--- config.mk ---
export PLATFORM = sky130hd
export DESIGN_NAME = tlc_multi_phase
export DESIGN_NICKNAME = d
export VERILOG_FILES = /design/src/rtl/tlc_multi_phase.sv
export SDC_FILE = /design/constraint.sdc
export NUM_CORES = 1
export LEC_CHECK = 0
export CORE_ASPECT_RATIO = 0.7
export CORE_MARGIN = 1.5
export CORE_UTILIZATION = 35
export CTS_BUF_LIST = sky130_fd_sc_hd__clkbuf_4 sky130_fd_sc_hd__clkbuf_8
export DETAILED_ROUTE_END_ITERATION = 10
export DONT_BUFFER_PORTS = 1
export RECOVER_POWER = 25
export SYNTH_ARGS = -nofsm -noshare
export SYNTH_HDL_FRONTEND = slang
export SYNTH_SLANG_ARGS = --single-unit
--- constraint.sdc ---
create_clock -name CK -period 2.32 [get_ports CK]
set_input_delay 0.464 -clock CK [delete_from_list [all_inputs] [get_ports CK]]
set_output_delay 0.464 -clock CK [all_outputs]
set_load 0.005 [all_outputs]
--- src/rtl/tlc_multi_phase.sv ---
// Multi-phase traffic-light controller: round-robin green service with min/gap/max timing,
// yellow and all-red clearance. Optional preemption is compiled in with `define TLC_PREEMPT_EN.
module tlc_multi_phase #(
    parameter int NUM_PHASES = 3,
    parameter int CNT_W      = 6,
    parameter int GREEN_MIN  = 4,
    parameter int GREEN_MAX  = 8,
    parameter int YELLOW_T   = 2,
    parameter int ALLRED_T   = 1
) (
    input  logic                          CK,
    input  logic                          RSTN,
    input  logic                          EN,
    input  logic [NUM_PHASES-1:0]         REQ,
    output logic [NUM_PHASES-1:0]         GRN,
    output logic [NUM_PHASES-1:0]         YEL,
    output logic [NUM_PHASES-1:0]         RED,
    output logic [$clog2(NUM_PHASES)-1:0] PHASE,
    output logic [NUM_PHASES-1:0]         PEND,
`ifdef TLC_PREEMPT_EN
    input  logic                          PRE_REQ,
    input  logic [$clog2(NUM_PHASES)-1:0] PRE_PHASE,
`endif
    output logic [1:0]                    DBG_STATE
);

    localparam int PW = $clog2(NUM_PHASES);

    typedef enum logic [1:0] {
        S_ALLRED = 2'd0,
        S_GREEN  = 2'd1,
        S_YELLOW = 2'd2
    } state_t;

    state_t                state_q, state_d;
    logic [CNT_W-1:0]      cnt_q, cnt_d;
    logic [PW-1:0]         phase_q, phase_d;
    logic [NUM_PHASES-1:0] pend_q, pend_d;
    logic [NUM_PHASES-1:0] grn_q, grn_d, yel_q, yel_d, red_q;

    logic [PW-1:0]         rr_next, cand;
    logic                  found;
    logic [NUM_PHASES-1:0] cur_oh, nxt_oh, green_mask;
    logic [CNT_W:0]        k;
    logic                  other, pre_req_w, pre_act, pre_hit;
    logic [PW-1:0]         pre_ph_w;

`ifdef TLC_PREEMPT_EN
    assign pre_req_w = PRE_REQ;
    assign pre_ph_w  = PRE_PHASE;
`else
    assign pre_req_w = 1'b0;
    assign pre_ph_w  = '0;
`endif

    // Round-robin pick: first pending phase after the current one, else plain successor.
    always_comb begin
        rr_next = '0;
        found   = 1'b0;
        cand    = phase_q;
        for (int i = 0; i < NUM_PHASES; i++) begin
            cand = (cand == PW'(NUM_PHASES - 1)) ? '0 : cand + 1'b1;
            if (i == 0) begin
                rr_next = cand;
            end
            if (!found && pend_q[cand]) begin
                found   = 1'b1;
                rr_next = cand;
            end
        end
    end

    always_comb begin
        k          = {1'b0, cnt_q} + 1'b1;
        cur_oh     = '0;
        cur_oh[phase_q] = 1'b1;
        other      = |(pend_q & ~cur_oh);
        pre_act    = pre_req_w && (int'(pre_ph_w) < NUM_PHASES);
        pre_hit    = pre_act && (pre_ph_w == phase_q);
        state_d    = state_q;
        phase_d    = phase_q;

        if (EN) begin
            case (state_q)
                S_ALLRED: begin
                    if (k >= (CNT_W+1)'(ALLRED_T)) begin
                        state_d = S_GREEN;
                        phase_d = pre_act ? pre_ph_w : rr_next;
                    end
                end
                S_GREEN: begin
                    if (pre_act && !pre_hit) begin
                        state_d = S_YELLOW;
                    end else if (!pre_hit && k >= (CNT_W+1)'(GREEN_MIN) && other &&
                                 (!REQ[phase_q] || k >= (CNT_W+1)'(GREEN_MAX))) begin
                        state_d = S_YELLOW;
                    end
                end
                S_YELLOW: begin
                    if (k >= (CNT_W+1)'(YELLOW_T)) begin
                        state_d = S_ALLRED;
                    end
                end
                default: state_d = S_ALLRED;
            endcase
        end

        if (state_d != state_q) begin
            cnt_d = '0;
        end else if (EN && cnt_q != CNT_W'(GREEN_MAX)) begin
            cnt_d = cnt_q + 1'b1;
        end else begin
            cnt_d = cnt_q;
        end

        // A request for the phase already holding green is served, so it is not latched.
        green_mask = (state_q == S_GREEN) ? cur_oh : '0;
        pend_d     = pend_q | (REQ & ~green_mask);
        if (state_q != S_GREEN && state_d == S_GREEN) begin
            pend_d[phase_d] = 1'b0;
        end

        nxt_oh = '0;
        nxt_oh[phase_d] = 1'b1;
        grn_d  = (state_d == S_GREEN)  ? nxt_oh : '0;
        yel_d  = (state_d == S_YELLOW) ? nxt_oh : '0;
    end

    always_ff @(posedge CK) begin
        if (!RSTN) begin
            state_q <= S_ALLRED;
            cnt_q   <= '0;
            phase_q <= PW'(NUM_PHASES - 1);
            pend_q  <= '0;
            grn_q   <= '0;
            yel_q   <= '0;
            red_q   <= '1;
        end else begin
            state_q <= state_d;
            cnt_q   <= cnt_d;
            phase_q <= phase_d;
            pend_q  <= pend_d;
            grn_q   <= grn_d;
            yel_q   <= yel_d;
            red_q   <= ~(grn_d | yel_d);
        end
    end

    assign GRN       = grn_q;
    assign YEL       = yel_q;
    assign RED       = red_q;
    assign PHASE     = phase_q;
    assign PEND      = pend_q;
    assign DBG_STATE = state_q;

endmodule

==> impl_results.md, run 1 <==
- First DRT Iteration DRCs: 121
- Register bit total from synthesis: 22
- GRT Overall Usage: 0.156
- TritonCTS Buffers: 3
- P_int: ~0.70 mW
- Share of layout cells above drive strength 1: 0.111
- Clock share of power: 0.373
- Seq/Total Area, Yosys: 0.314
- Power Dens Cells: about 640 mW/mm²
- Pre-CTS WS: 176 ps
- Via count: 1,223
- Final Hold Viols: 0
- Crit-path max cell delay: around 420 ps
- Post-synth EDFFs: 0
- WS Path Type: register to register
- F_max: roughly 470 MHz
- Switching pwr: approximately 0.27 mW
- Ports: 22
- Top cells by count, synth: dfxtp_1, nand2_1, nor2_1
- Sequential power share: 0.448
- Yosys top cell area share: 0.314
- Crit-path max FO: 10
- CP cell instances: inv_1, ha_1, nor4_4, nand4_4, and2_4, o31ai_4, nor3b_1
- Worst-Margin Slew: 520 ps
- DR pass1 iterations: 4
- RSZ-0062 raised after global routing: no
- Status: complete, no violations
- Drt total wl: approximately 3300 µm
- Critical path arrival: 2270 ps
- First-pass GRT wire length: about 5500 µm
- Post-synth top area cell: dfxtp_1
- Most numerous cell in the Yosys netlist: dfxtp_1
- Setup WS post-layout: 196 ps
- WL/cell: 15.4 µm
- Die Wd: 78.7 µm
- Post-Synthesis Cells: 166
- DR DRC count: 0
- Synth Flop Type: dfxtp_1
- CP Capture Type: register
- Clock H-tree levels: 1
- Cell area after synthesis: 0.00140 mm²
- Fin nets: 172
- Setup Total Neg Slack: 0 ps
- Max-slew violations: 0
- Worst hold slack: 293 ps
- Largest net degree at the start of global routing: 14
- FFs w/ async S/R, synth: 0
- Grt total ovfl: 0
- Die ar.: 0.00441 mm²
- Worst skew pair latency: 260 ps
- VDD IR max: approximately 0.28 mV
- Slowest cell on the critical path: dfxtp_1
- Period minus WS final: 2120 ps
- Routed vias/inst: around 5.7
- # hold bufs at CTS: 0
- Crit path launch type: register
- Top cells by area, synth: dfxtp_1, nand2_1, nor3_1, xnor2_1, nor2_1
- Leakage: roughly 0.54 nW
- Avg Inst Size Synth: 8.46 µm²
- Yosys cell types: 54
- Max-cap viol count: 0
- Area delta synth->final: 7.22%
- Core ar.: about 0.0039 mm²
- Worst-path clk slew: 80 ps
- Fin crit share: 0.916
- Switch share: 0.275
- Antenna Violating Nets Remaining: 0
- Synthesized Nets: 175
- Antenna violations before repair: 0
- Combinational share of power: 0.178
- Relative slew slack: 0.650
- Req. time, crit path: about 2500 ps
- Routability Congestion: between 0.8 and 0.9
- Clk buf depth: 2
- Min-Delay Path Class: primary input to register
- Fin util: 0.388
- Initial Util: 0.362
- Vias in the first global route: 1,139
- DP Wirelength: 2530 µm
- Antenna Cells: 0
- Setup violators final: 0
- Die Y: roughly 56 µm
- # rows: 19
- Port-buffer cells: 0
- Skew final: 3.78 ps
- CTS root buf: clkbuf_8
- Pwr Total: 0.969 mW
- Syn. warnings: 0
- CTS tree: built
- # clock sinks: 22
-- registers in the layout (all words and copies together) (netlist names) --
signal and count:
GRN 3, YEL 3, DBG_STATE 2, RED 3, PEND 3, PHASE 2, cnt_q 6
-- placed cells by master (no fill, tap or decap), types with 4 or more instances in the layout --
master,count
nand2_1,14
nor2_1,11
nor3_1,9
xnor2_1,5
nand3_1,4
nand4_1,5
nand2b_1,5
a21oi_1,6
inv_1,10
dfxtp_1,21
o21ai_0,7
-- area by class of cell --
cell class / instances / area (µm²)
sequential: 22 / 442
clock inverter: 1 / 30.0
multi-input combinational: 123 / 867
tap: 52 / 65.1
fill: 389 / 2370
clock buffer: 3 / 41.3
timing repair buffer: 3 / 22.5
inverter: 10 / 37.5
-- cell families (layout without fill, tap and decap cells) --
kind of cell    Yosys count  in the layout  synth area share
mux                       2              2            0.0143
compound gates           43             43             0.245
fa+ha+maj                 3              3            0.0267
flops                    22             22             0.314
buf+inv                  21             17            0.0686
xor+xnor                  7              7            0.0490
simple gates             68             68             0.283
-- metal layers --
layer  vias to the layer above  GRT usage  wire, µm  share of wire
li1                        587          -         -              -
met1                       591      0.208      1530           0.47
met2                        39      0.246      1460           0.44
met3                         6     0.0508       261          0.079
met4                         0     0.0306        31         0.0094
met5                         -          0         0              0
-- path summary, 6_finish.rpt --
path         slack, ps     start  depth (start not counted)  endpoint
max reg2reg        200  cnt_q[1]                          7    GRN[1]
min                290      RSTN                          1  PHASE[1]
min reg2reg        610  cnt_q[1]                          2  cnt_q[1]
max                200  cnt_q[1]                          7    GRN[1]
-- stage by stage --
step,cells,instance area (µm²)
CTS,214,1500
finish,214,1510
global route,214,1510
detailed placement,210,1430
global placement,210,1430
floorplan,166,1400
-- critical path, delay by kind of cell (launching register included) --
kind / cells / cell delay [ps]
simple gates: 4 / 830
flops: 1 / 420
fa+ha+maj: 1 / 350
compound gates: 1 / 310
buf+inv: 1 / 90
-- power groups by stage --
stage | Combinational [mW] | Clock (mW) | Sequential, mW
floorplan | 0.154 | 0 | 0.425
global placement | 0.165 | 0 | 0.442
detailed placement | 0.168 | 0 | 0.443
global route | 0.191 | 0.379 | 0.438
CTS | 0.169 | 0.370 | 0.434
finish | 0.173 | 0.362 | 0.434
-- what timing repair did --
action                     4_1_cts  5_1_grt
setup endpoints to repair        0        1
buffers inserted                 0        0
resized for setup                0        1
(Power assumes the default switching activity.)
==> run 2, diff against run 1 <==
Settings changed: CORE_MARGIN 1.5 to default.
==> impl_results.md, run 2 (synthesized netlist as in run 1, its figures left out) <==
- Max-cap viol count: 0 (unchanged)
- Worst-path clk slew: 90 ps (about the same)
- Ports: 22 (unchanged)
- Drt total wl: 3280 µm (about the same)
- First-pass GRT wire length: 5330 µm (-2.4%)
- Placed Instances: 207 (-1.4%)
- Power Dens Cells: 645 mW/mm² (+0.18%)
- # clock sinks: 22 (unchanged)
- Pre-CTS WS: 170 ps (-5.89 ps)
- Clock share of power: 0.375 (+0.002)
- Hold-critical path endpoint: PHASE[1]
- R2R setup slack: 170 ps (-20 ps)
- Final Hold Viols: 0 (unchanged)
- Switch share: 0.275 (+0.000552)
- R2R Path End: GRN[1]
- Initial Util: 0.382 (+0.0201)
- Grt total ovfl: 0 (unchanged)
- Port-buffer cells: 0 (unchanged)
- First DRT Iteration DRCs: 77 (-36%)
- Met2 Use GR: 0.260 (+0.0133)
- CTS tree: built
- Area delta synth->final: 6.95%
- Antenna Violating Nets Remaining: 0 (unchanged)
- Number of flip-flops in the largest register: 6 (unchanged)
- Vias in the first global route: 1,107 (-2.8%)
- Routed vias/inst: 5.61 (-1.8%)
- F_max: 466 MHz (-1.0%)
- Die ar.: 0.00427 mm² (-3.0%)
- Worst Reg-to-Reg Cells: 7 (unchanged)
- Most frequent cells in the layout: dfxtp_1, nand2_1, nor2_1
- Crit-path max FO: 10 (unchanged)
- Pwr Total: 0.968 mW (about the same)
- WS Path Type: register to register
- GRT Overall Usage: 0.163 (+0.00783)
- DR DRC count: 0 (unchanged)
- Clock H-tree levels: 1 (unchanged)
- Antenna violations before repair: 0 (unchanged)
- Clk buf depth: 2 (unchanged)
- Max-slew violations: 0 (unchanged)
- # rows: 18 (-1)
- Hold Path Origin: RSTN
- Post-CTS sizing: 0 (unchanged)
- Setup Total Neg Slack: 0 ps (unchanged)
- DP Wirelength: 2420 µm (-4.6%)
- WL/cell: 15.6 µm (+1.3%)
- Combinational share of power: 0.172 (-0.006)
- Period minus WS final: 2150 ps (+21.7 ps)
- CTS root buf: clkbuf_8
- Post-route cell area: 0.00150 mm² (-0.25%)
- Critical path arrival: 2290 ps (+20 ps)
- DR pass1 iterations: 4 (unchanged)
- Via count: 1,184 (-3.2%)
- Switching pwr: 0.266 mW (+0.13%)
- Min-Delay Path Class: primary input to register
- Postcts setup bufs: 0 (unchanged)
- Sequential power share: 0.453 (+0.005)
- Fin util: 0.409 (+0.0206)
- CP Capture Type: register
- Busiest grt layer: met2
- Skew final: 15.3 ps (+11.5 ps)
- Final Non-Filler Cells: 211 (-1.4%)
- Setup WS post-layout: 174 ps (-21.7 ps)
- Req. time, crit path: 2460 ps (about the same)
- Die Wd: 77.7 µm (-1.3%)
- Routability Congestion: 0.852 (+3.7%)
- Worst-Margin Slew: 531 ps (+11.5 ps)
- Crit path launch: cnt_q[1]
- Worst skew pair latency: 270 ps (about the same)
- Reg2reg start: cnt_q[1]
- Fin nets: 171 (-0.58%)
- DP Area: 0.00142 mm² (-0.70%)
- Crit path launch type: register
- Share of layout cells above drive strength 1: 0.118 (+0.00690)
- RSZ-0062 raised after global routing: no
- Worst hold slack: 297 ps (+3.54 ps)
- Met1 Use GR: 0.204 (-0.00355)
- # hold bufs at CTS: 0 (unchanged)
- Hold depth: 1 (unchanged)
- Setup violators final: 0 (unchanged)
- Largest net degree at the start of global routing: 15 (+1)
- TritonCTS Buffers: 3 (unchanged)
- Antenna Cells: 0 (unchanged)
- Relative slew slack: 0.645 (-0.00446)
- Most common cell after layout, fill and taps aside: dfxtp_1
- Status: complete, no violations
- Most flops, register: cnt_q
- VDD IR max: 0.311 mV (+10%)
- Core ar.: 0.00367 mm² (-5.3%)
- Die Y: 55.0 µm (-1.8%)
- Fill count: 373 (-4.1%)
- Leakage: 0.539 nW (-1.1%)
- P_int: 0.702 mW (-0.15%)
- M3 GR Usage: 0.0672 (+0.0164)
- Fin crit share: 0.925 (+0.00937)
## run 2: cell count changes in the layout (fill, tap and decap cells not counted), sizes merged
cell / before / now
buf: 3 / 2
## run 2: per-layer routing
| metal | wire [µm] | vias up |
|---|---|---|
| li1 | - | 591 |
| met1 | 1560 | 542 |
| met2 | 1370 | 43 |
| met3 | 311 | 8 |
| met4 | 44 | 0 |
| met5 | 0 | - |
## run 2: area by class of cell
| type | instances | area, µm² | share of cell area |
|---|---|---|---|
| Multi-Input combinational cell | 123 | 873 | 0.582 |
| Clock inverter | 1 | 30.0 | 0.0200 |
| Timing Repair Buffer | 2 | 15.0 | 0.0100 |
| Sequential cell | 22 | 442 | 0.294 |
| Clock buffer | 3 | 41.3 | 0.0275 |
| Inverter | 10 | 37.5 | 0.0250 |
| Tap cell | 50 | 62.6 | 0.0417 |
## run 2: how the worst max path moves through the flow
stage | endpoint | slack [ps] | cells after the start
6_report | GRN[1] | 170 | 7
5_1_grt | GRN[1] | 20 | 7
4_1_cts | GRN[2] | 140 | 7
3_3_place_gp | GRN[0] | 250 | 6
3_5_place_dp | GRN[1] | 170 | 7
2_1_floorplan | GRN[0] | 250 | 8
## run 2: critical path, cell delays in order, from the launching register on
cell and delay (ps):
dfxtp_1 420, inv_1 90, ha_1 350, nor4_4 330
nand4_4 170, and2_4 240, o31ai_4 320, nor3b_1 90
## run 2: power by group through the flow
stage | combinational, mW | sequential (mW) | clock (mW)
after CTS | 0.161 | 0.438 | 0.369
final | 0.166 | 0.439 | 0.363
after global routing | 0.184 | 0.445 | 0.387
after global placement | 0.158 | 0.446 | 0
after floorplan | 0.154 | 0.425 | 0
after detailed placement | 0.160 | 0.447 | 0
